[src/rtl/ab_check_monitor_pkg.sv]
// mon_pkg: shared state encoding and default widths for the a&b check monitor.
package mon_pkg;
    typedef enum logic [1:0] {IDLE, PASS, FAIL, TRIP} mon_state_t;
    localparam int CNT_W_DEF     = 8;
    localparam int RUN_W_DEF     = 4;
    localparam int TS_W_DEF      = 16;
    localparam int RUN_LIMIT_DEF = 3;
endpackage

[src/rtl/ab_check_monitor_sat_counter.sv]
// sat_counter: up-counter with sync clear; saturates at all-ones when SAT=1, wraps otherwise.
module sat_counter #(
    parameter int W   = 8,
    parameter bit SAT = 1'b1
) (
    input  logic         clock,
    input  logic         reset,
    input  logic         inc,
    input  logic         clr,
    output logic [W-1:0] q
);
    logic [W-1:0] count_d, count_q;
    always_comb count_d = clr ? '0 : (inc && !(SAT && &count_q)) ? count_q + 1'b1 : count_q;
    always_ff @(posedge clock or posedge reset) begin
        if (reset) count_q <= '0;
        else       count_q <= count_d;
    end
    assign q = count_q;
endmodule

[src/rtl/ab_check_monitor.sv]
// ab_check_monitor: classifies each enabled cycle by a&b, keeps saturating fail statistics,
// first-fail timestamp and a sticky error that trips on a long enough run of failures.
module ab_check_monitor import mon_pkg::*; #(
    parameter int CNT_W     = CNT_W_DEF,
    parameter int RUN_W     = RUN_W_DEF,
    parameter int TS_W      = TS_W_DEF,
    parameter int RUN_LIMIT = RUN_LIMIT_DEF
) (
    input  logic             clock,
    input  logic             reset,
    input  logic             enable,
    input  logic             clear,
    input  logic             a,
    input  logic             b,
    output logic [CNT_W-1:0] fail_count,
    output logic [RUN_W-1:0] cur_run,
    output logic [RUN_W-1:0] max_run,
    output logic [TS_W-1:0]  first_fail_ts,
    output logic             first_fail_valid,
    output logic             error,
    output logic [1:0]       state
);
    logic             pass, sample, fail_s;
    logic [TS_W-1:0]  ts;
    logic [RUN_W-1:0] run_next, max_run_d, max_run_q;
    logic [TS_W-1:0]  first_fail_ts_d, first_fail_ts_q;
    logic             first_fail_valid_d, first_fail_valid_q;
    mon_state_t       state_d, state_q;

    // An if on a&&b sends X/Z down the fail path.
    always_comb begin
        pass = 1'b0;
        if (a && b) pass = 1'b1;
        sample = enable && !clear;
        fail_s = sample && !pass;
    end

    sat_counter #(.W(CNT_W), .SAT(1'b1)) u_fail (
        .clock(clock), .reset(reset), .inc(fail_s), .clr(clear), .q(fail_count)
    );
    sat_counter #(.W(RUN_W), .SAT(1'b1)) u_run (
        .clock(clock), .reset(reset), .inc(fail_s), .clr(clear || (sample && pass)), .q(cur_run)
    );
    sat_counter #(.W(TS_W), .SAT(1'b0)) u_ts (
        .clock(clock), .reset(reset), .inc(1'b1), .clr(1'b0), .q(ts)
    );

    assign run_next = (&cur_run) ? cur_run : cur_run + 1'b1;

    always_comb begin
        max_run_d          = max_run_q;
        first_fail_ts_d    = first_fail_ts_q;
        first_fail_valid_d = first_fail_valid_q;
        state_d            = state_q;
        if (clear) begin
            max_run_d          = '0;
            first_fail_ts_d    = '0;
            first_fail_valid_d = 1'b0;
            state_d            = IDLE;
        end else if (!enable) begin
            state_d = (state_q == TRIP) ? TRIP : IDLE;
        end else begin
            if (!pass) begin
                max_run_d = (run_next > max_run_q) ? run_next : max_run_q;
                if (!first_fail_valid_q) begin
                    first_fail_ts_d    = ts;
                    first_fail_valid_d = 1'b1;
                end
            end
            state_d = (state_q == TRIP) ? TRIP :
                      pass ? PASS :
                      (run_next >= RUN_W'(RUN_LIMIT)) ? TRIP : FAIL;
        end
    end

    always_ff @(posedge clock or posedge reset) begin
        if (reset) begin
            max_run_q          <= '0;
            first_fail_ts_q    <= '0;
            first_fail_valid_q <= 1'b0;
            state_q            <= IDLE;
        end else begin
            max_run_q          <= max_run_d;
            first_fail_ts_q    <= first_fail_ts_d;
            first_fail_valid_q <= first_fail_valid_d;
            state_q            <= state_d;
        end
    end

    assign max_run          = max_run_q;
    assign first_fail_ts    = first_fail_ts_q;
    assign first_fail_valid = first_fail_valid_q;
    assign error            = (state_q == TRIP);
    assign state            = state_q;
endmodule

[config.mk]
export PLATFORM = sky130hd
export DESIGN_NAME = ab_check_monitor
export DESIGN_NICKNAME = d
export VERILOG_FILES = /design/src/rtl/ab_check_monitor_pkg.sv /design/src/rtl/ab_check_monitor_sat_counter.sv /design/src/rtl/ab_check_monitor.sv
export SDC_FILE = /design/constraint.sdc
export NUM_CORES = 1
export LEC_CHECK = 0
export BUFFER_PORTS_ARGS = -buffer_cell sky130_fd_sc_hd__buf_4
export CAP_MARGIN = 20
export CORE_AREA = 2 2 73 75
export CTS_CLUSTER_DIAMETER = 200
export DETAILED_ROUTE_END_ITERATION = 16
export DIE_AREA = 0 0 75 77
export GPL_TIMING_DRIVEN = 1
export PLACE_DENSITY_LB_ADDON = 0.12
export SYNTH_ARGS = -nofsm -noshare
export SYNTH_HDL_FRONTEND = slang
export SYNTH_SLANG_ARGS = --single-unit
[constraint.sdc]
create_clock -name clock -period 2.9 [get_ports clock]
set_input_delay 0.29 -clock clock [delete_from_list [all_inputs] [get_ports clock]]
set_output_delay 0.29 -clock clock [all_outputs]
set_load 0.005 [all_outputs]
# Word-level counts from Yosys, hierarchy flattened
# Cells that the tools add are included.
dict set report classes {
  n_addsub 3
  order_cmp 2
  eq_ne 3
  mux 23
  n_reduce_logical 20
}
# op count
set op_table {}
lappend op_table {{two-way mux 16 bit} 4}
lappend op_table {{two-way mux 4 bit} 7}
lappend op_table {{adder 16 x 1 -> 16 bit (second input constant)} 1}
lappend op_table {{two-way mux 8 bit} 2}
lappend op_table {{two-way mux 2 bit} 5}
lappend op_table {{adder 8 x 1 -> 8 bit (second input constant)} 1}
lappend op_table {{AND reduction 8 bit} 1}
lappend op_table {{nonzero test 2 bit} 4}
lappend op_table {{logical AND 1 bit} 6}
lappend op_table {{AND reduction 3 bit} 2}
lappend op_table {{two-way mux 1 bit} 5}
lappend op_table {{adder 4 x 1 -> 4 bit (second input constant)} 1}
lappend op_table {{>= comparator 4 x 2 -> 1 bit (second input constant)} 1}
lappend op_table {{> comparator 4 bit} 1}
lappend op_table {{logical NOT 1 bit} 4}
lappend op_table {{!= test 2 bit (second input constant)} 2}
lappend op_table {{AND reduction 4 bit} 1}
lappend op_table {{== test 2 bit (second input constant)} 1}
lappend op_table {{AND reduction 2 bit} 1}
lappend op_table {{logical OR 1 bit} 1}
dict set report totals {
  regBits 51
  in_bits 6
  wordCells 58
}

# Depth between registers and ports, before layout
# Gate-level depths: netlist of the first run.
dict set report depth {
  depth_word 8
  depth_mapped 10
  ltp_nobuf 10
}

# Cells and area by module
# From an unflattened synthesis of the first run, not the netlist that was laid out.
dict set report unflattened {
  hier_cells 283
  hier_area_um2 2690.1
}
# mod instances cells_per_inst area_each_um2 seq_area_each_um2
set by_module_without_submodules {}
lappend by_module_without_submodules {ab_check_monitor 1 132 1163.6 575.6}
lappend by_module_without_submodules {{sat_counter (u_ts)} 1 83 815.8 400.4}
lappend by_module_without_submodules {{sat_counter (u_fail)} 1 47 478.0 200.2}
lappend by_module_without_submodules {{sat_counter (u_run)} 1 21 232.7 100.1}

# Least setup slack after synthesis of the first run
# Ideal clock, no wire load.
dict set report synth_path {
  kind {register -> register}
  start {reg u_run.count_q[0], in the netlist u_run.q[0]}
  end {reg max_run_q[0], in the netlist max_run[0]}
  setup_time_ns 0.125
  t_arrival_ns 2.585
  t_required_ns 2.775
  setup_slack_ns 0.190
  path_stages_with_launch 11
  path_buffers 0
  synth_period_minus_slack_ns 2.710
  path_cell_list {dfrtp_1 -> ha_1 -> nand3_1 -> mux2i_1 -> inv_1 -> ha_1 -> nor2b_1 -> o2111ai_1 -> o311ai_2 -> o31ai_4 -> mux2_2}
}
dict set report synth_between {
  elab_chain_len 6
  elab_cells_between_ends 10
  cone_classes {add/sub (1); order compare (1); mux (5); reduce/logical (3)}
}
# element line_no
set synth_lines {}
lappend synth_lines {{start, declared} ab_check_monitor_sat_counter.sv:12} ;# logic [W-1:0] count_d, count_q;
lappend synth_lines {{start signal, assigned} ab_check_monitor_sat_counter.sv:16} ;# else count_q <= count_d;
lappend synth_lines {{adder 4 x 1 -> 4 bit or AND reduction 4 bit (tied branches)} ab_check_monitor.sv:48} ;# assign run_next = (&cur_run) ? cur_run : cur_run + 1'b1;
lappend synth_lines {{two-way mux 4 bit (*)} ab_check_monitor.sv:48}
lappend synth_lines {{parallel branches: the longest is 4 deep, another holds > comparator 4 bit} -}
lappend synth_lines {{end signal, assigned} ab_check_monitor.sv:83} ;# max_run_q <= max_run_d;
lappend synth_lines {{end, declared} ab_check_monitor.sv:25} ;# logic [RUN_W-1:0] run_next, max_run_d, max_run_q;
# Mark *: on every way between the ends. The select of a mux whose other input is x is not followed.
# A chain may end at the register's enable or synchronous reset.

# Final worst setup path of the first run
dict set report layout_path {
  start {reg u_run.count_q[1], in the netlist u_run.q[1]}
  end {reg max_run_q[1], in the netlist max_run[1]}
}
# Same word-level chain as after synthesis.

==> results of run 1 <==
-- state kept, by name, summed over array words and instances, names as in the netlist --
signal / cells
first_fail_ts: 16
u_ts.q: 16
u_fail.q: 8
max_run: 4
u_run.q: 4
state: 2
first_fail_valid: 1
-- final timing paths --
kind                                         from                            end  slack (ns)  cells past startpoint
setup reg to reg           u_run.q[1]$_DFFE_PP0P_         max_run[1]$_DFFE_PP0P_        0.16                     10
setup / recovery           u_run.q[1]$_DFFE_PP0P_         max_run[1]$_DFFE_PP0P_        0.16                     10
hold / removal                              reset        u_fail.q[6]$_DFFE_PP0P_       0.002                      2
hold reg to reg              u_ts.q[15]$_DFF_PP0_           u_ts.q[15]$_DFF_PP0_        0.48                      1
max in group asynchronous                   reset  first_fail_ts[11]$_DFFE_PP0P_        2.37                      3
min in group clock                         enable         u_run.q[2]$_DFFE_PP0P_        0.19                      2
-- power breakdown --
part           internal [mW]  total [mW]  switching, mW
Combinational         0.0738       0.152         0.0780
Sequential             0.723       0.733        0.00988
Clock                  0.188       0.408          0.220
-- metal layers --
| metal | routed length [um] | track usage (%) | vias up |
|---|---|---|---|
| met2 | 2120 | 27.2 | 31 |
| met3 | 197 | 4.20 | 7 |
| met1 | 2070 | 22.9 | 828 |
| met4 | 70 | 5.89 | 0 |
| li1 | - | - | 826 |
| met5 | 0 | 0 | - |
-- Yosys cell counts (all sizes together) --
cell	count
dfrtp	51
nor2	38
mux2i	20
xnor2	14
nand3	11
nand2	10
xor2	9
inv	8
and3	6
ha	6
nand4	5
clkbuf	4
a21oi	3
and4	3
mux2	3
nand2b	3
o21ai	3
a211oi	2
a22oi	2
and2	2
and2b	2
nor2b	2
o31ai	2
a21bo	1
buf	1
nand3b	1
o2111ai	1
o211ai	1
o311ai	1
-- stage by stage --
| stage | power (mW) | instance area, um2 | utilization (%) | instances | hold WS, ns |
|---|---|---|---|---|---|
| CTS | 1.31 | 2870 | 57.7 | 331 | 0.180 |
| detailed placement | 0.891 | 2780 | 55.9 | 324 | 0.466 |
| global route | 1.35 | 2910 | 58.5 | 334 | 0.0365 |
| global placement | 0.890 | 2780 | 55.9 | 324 | 0.468 |
| floorplan | 0.847 | 2420 | - | 215 | 0.378 |
| finish | 1.29 | 2910 | 58.5 | 334 | 0.00197 |
-- cells by family (layout without fill, tap and decap cells) --
kind of cell    count (synthesis)  after routing  synth area share, %
simple gates                   83             83                 16.6
xor+xnor                       23             23                 8.34
compound gates                 16             16                 6.11
fa+ha+maj                       6              6                 3.11
buf+inv                        13             62                 3.31
mux                            23             23                 9.68
flops                          51             51                 52.8
-- layout make-up --
cell class	instances	area, um2
Multi-Input combinational cell	151	1070
Sequential cell	51	1280
Clock buffer	6	82.6
Fill cell	451	2060
Timing Repair Buffer	47	365
Inverter	8	30.0
Clock inverter	1	5.00
Tap cell	70	87.6
-- what timing repair did --
action	in CTS	in global routing
buffers inserted	0	2
hold buffers	0	0
hold endpoints to repair	0	0
setup endpoints to repair	0	3
gates resized for setup	0	2
==> run summary, run 1 <==
die area = 5780 um2
endpoint class of the critical path = flop
final setup fails = 0
status = finished, final reports clean
worst path cell trace = ha_2 -> nand3_1 -> mux2i_2 -> inv_1 -> ha_1 -> nor2b_1 -> o2111ai_1 -> o311ai_2 -> o31ai_4 -> mux2_2
final WL = 4450 um
GRT Util Overall = 17.2%
Mean Syn Cell Area = 11.2 um2
antenna violations before repair = 0
Yosys top cell area share = 52.8%
RSZ-0062 raised after global routing = false
Num CTS Buffers = 5
pre-CTS WS = 0.144 ns
first-pass GRT wire length = 7700 um
crit-path max FO = 5
CP max-delay cell = dfrtp_1
placer's final routability congestion estimate = 0.775
gr ovfl total = 0
setup TNS = 0 ns
Crit path max-delay family = compound AO/OA/AOI/OAI gates
share of layout cells above drive strength 1 = 25.8%
Buf/Inv on CP = 1
clock sink total = 51
Via Count = 1692
synth top area cells = dfrtp_1 53%, mux2i_1 8.3%, nor2_1 5.7%
post-synthesis cell area = 2420 um2
crit path kind = reg -> reg
Max Clk Rate = 0.365 GHz
worst vdd ir = 0.270 mV
cell leakage power = 1.45 nW
residual DRC count = 0
port bufs = 41
Wirelength per Cell = 13.3 um
Seq/Total Area, Yosys = 52.8%
Crit path largest cell delay = 0.44 ns
Tmin final = 2.74 ns
antenna cells = 0
Synth Warn # = 0
Max-slew headroom = 67.7%
fin nets = 276
max_cap viols = 0
First-pass DRT Iterations = 4
largest net degree at the start of global routing = 52
# IOs = 42
Period Utilization, post-route = 94.6%
Mapped Cells = 215
Core ar. = 4980 um2
Synth area leader = dfrtp_1
Chip Width = 75 um
Slew @ Worst Pin = 0.483 ns
CTS max path bufs = 2
Clock Latency Late Sink = 0.30 ns
die height = 77 um
commonest non-fill, non-tap cell in the layout = dfrtp_1
Routed Antenna Nets = 0
initial core utilization = 48.5%
vias in the first global route = 1671
CTS clock-pin slew for the worst setup and hold paths = 0.09 ns
cell area power density = 444 nW/um2
DR iter-0 viols = 51
PnR worst setup slack = 0.158 ns
Row Count = 26
Hold WC Path Type = in -> async
vias per inst = 5.07
Fin Clk Skew = 0.0102 ns
Final Slew Violations = 0
Mapped Nets = 227
CTS tree = done
# H-tree levels = 2
final hold violation count = 0
commonest cells after routing, fill and taps aside = 51 x dfrtp_1, 46 x buf_4, 37 x nor2_1, 19 x mux2i_1, 14 x xnor2_1
Layout area overhead = 20.6%
Arr. time, crit path = 2.94 ns
startpoint types = flop
Yosys cell types = 36
WP data required = 3.09 ns
CTS root buffer = clkbuf_8
estimated wirelength of the detail-placed design = 2970 um
flops & latches, synth = 51
No activity file was read; power rests on OpenSTA's default activity.
==> inputs of run 2 (changes only) <==
- SETUP_SLACK_MARGIN: default -> 0.3
- SKIP_CTS_REPAIR_TIMING: default -> 1
==> run summary, run 2 (synthesis gave the netlist of run 1 again) <==
RR Startpoint = u_run.q[0]$_DFFE_PP0P_ (was u_run.q[1]$_DFFE_PP0P_)
Via Count = 1718 (was 1692)
endpoint class of the critical path = flop (unchanged)
Tmin final = 2.53 ns (was 2.74 ns)
Register Area = 1280 um2 (about the same)
vias in the first global route = 1685 (was 1671)
port bufs = 41 (unchanged)
DR iter-0 viols = 81 (was 51)
CTS max path bufs = 2 (unchanged)
non-filler instance count after layout = 340 (was 334)
hold path depth = 2
antenna violations before repair = 0 (unchanged)
setup TNS = 0 ns (unchanged)
final hold violation count = 0 (unchanged)
status = finished, final reports clean (unchanged)
Num CTS Buffers = 5 (unchanged)
Final Core Density = 61.6% (was 58.5%)
RSZ-0062 raised after global routing = false (unchanged)
antenna cells = 0 (unchanged)
startpoint types = flop (unchanged)
GR Util met2 = 27.2% (unchanged)
FF-to-FF path depth = 10 (unchanged)
die height = 77 um (unchanged)
PnR worst setup slack = 0.371 ns (was 0.158 ns)
r2r endpoint = max_run[1]$_DFFE_PP0P_ (unchanged)
Critical Path Sink = max_run[1]$_DFFE_PP0P_ (unchanged)
initial core utilization = 48.5% (unchanged)
estimated wirelength of the detail-placed design = 3130 um (was 2970 um)
Layout area overhead = 26.8% (was 20.6%)
Final Slew Violations = 0 (unchanged)
Slew @ Worst Pin = 0.950 ns (was 0.483 ns)
share of layout cells above drive strength 1 = 31.1% (was 25.8%)
Max-slew headroom = 36.6% (was 67.7%)
WP data required = 3.09 ns (about the same)
pre-CTS WS = 0.0687 ns (was 0.144 ns)
Clock Latency Late Sink = 0.30 ns (about the same)
R2R Setup Slk = 0.37 ns (was 0.16 ns)
residual DRC count = 0 (unchanged)
Hold WC Path Type = in -> reg (was in -> async)
clock sink total = 51 (unchanged)
global route hottest layer = met2 (unchanged)
crit-path max FO = 4 (was 5)
worst vdd ir = 0.255 mV (was 0.270 mV)
Period Utilization, post-route = 87.2% (was 94.6%)
Row Count = 26 (unchanged)
final WL = 4730 um (was 4450 um)
GRT Util Overall = 17.2% (about the same)
met1 Resource Use GR = 23.8% (was 22.9%)
critical hold path startpoint = enable
vias per inst = 5.05 (was 5.07)
die area = 5780 um2 (unchanged)
crit path kind = reg -> reg (unchanged)
cell area power density = 445 nW/um2 (was 444 nW/um2)
Max Clk Rate = 0.395 GHz (was 0.365 GHz)
max_cap viols = 0 (unchanged)
final instance area = 3060 um2 (was 2910 um2)
Fin Clk Skew = 0.00409 ns (was 0.0102 ns)
commonest non-fill, non-tap cell in the layout = buf_4 (was dfrtp_1)
Filler Cell Count = 431 (was 451)
cell leakage power = 1.50 nW (was 1.45 nW)
CTS tree = done (unchanged)
First-pass DRT Iterations = 4 (unchanged)
# H-tree levels = 2 (unchanged)
first-pass GRT wire length = 7870 um (was 7700 um)
met3 usage = 4.34% (was 4.20%)
Arr. time, crit path = 2.72 ns (was 2.94 ns)
Setup crit start = u_run.q[0]$_DFFE_PP0P_ (was u_run.q[1]$_DFFE_PP0P_)
placer's final routability congestion estimate = 0.832 (was 0.775)
final setup fails = 0 (unchanged)
Chip Width = 75 um (unchanged)
multi-input combinational cell area = 1160 um2 (was 1070 um2)
Wirelength per Cell = 13.9 um (was 13.3 um)
gr ovfl total = 0 (unchanged)
commonest cells after routing, fill and taps aside = 51 x buf_4, 48 x dfrtp_1, 37 x nor2_1, 19 x mux2i_1, 14 x xnor2_1 (was 51 x dfrtp_1, 46 x buf_4, 37 x nor2_1, 19 x mux2i_1, 14 x xnor2_1)
largest net degree at the start of global routing = 47 (was 52)
fin nets = 281 (was 276)
Routed Antenna Nets = 0 (unchanged)
Core ar. = 4980 um2 (unchanged)
CTS root buffer = clkbuf_8 (unchanged)
Post-Place Cells = 323 (was 324)
Placed Area = 2800 um2 (was 2780 um2)
# IOs = 42 (unchanged)
CTS clock-pin slew for the worst setup and hold paths = 0.09 ns (about the same)
[run 2: cell count changes in the layout (fill, tap and decap cells not counted), moves of 2 or more]
cell / change
dfrtp_2: +3
ha_1: -2
dfrtp_1: -3
ha_4: +3
buf_4: +5
mux2_4: +3
mux2_2: -3
[run 2: how the worst min path moves through the flow]
stage | end | slack, ns
after global routing | u_run.q[2]$_DFFE_PP0P_ | 0.18
after floorplan | u_run.q[2]$_DFFE_PP0P_ | 0.38
after global placement | u_ts.q[15]$_DFF_PP0_ | 0.47
final | u_run.q[2]$_DFFE_PP0P_ | 0.19
after CTS | u_run.q[2]$_DFFE_PP0P_ | 0.19
after detailed placement | u_ts.q[15]$_DFF_PP0_ | 0.48
[run 2: where the power goes]
| part | switching, mW | internal, mW | total [mW] |
|---|---|---|---|
| Combinational | 0.0873 | 0.0930 | 0.180 |
| Clock | 0.231 | 0.218 | 0.449 |
| Sequential | 0.0109 | 0.724 | 0.734 |
[run 2: through the flow]
step | total power [mW] | hold WS [ns]
finish | 1.36 | 0.194
floorplan | 0.849 | 0.378
global placement | 0.891 | 0.468
global route | 1.42 | 0.182
detailed placement | 0.893 | 0.480
CTS | 1.34 | 0.189
[run 2: cell type report]
class | instances | share of cell area, %
inverters | 8 | 0.980
multi-input cells | 151 | 38.0
clock buffers | 8 | 3.27
well taps | 70 | 2.86
flip-flops and latches | 51 | 41.8
repair buffers | 52 | 13.1
[run 2: routing by layer]
| metal | vias up | wire [um] |
|---|---|---|
| met5 | - | 0 |
| met4 | 0 | 74 |
| met3 | 8 | 199 |
| met2 | 36 | 2300 |
| met1 | 839 | 2170 |
| li1 | 835 | - |
[run 2: critical path, stage by stage, from the launching register on]
cell and delay (ns):
dfrtp_2 0.46, ha_4 0.19, nand3_4 0.10, mux2i_4 0.26, inv_2 0.06, ha_4 0.22
nor2b_4 0.13, o2111ai_2 0.23, o311ai_4 0.14, o31ai_4 0.31, mux2_4 0.33
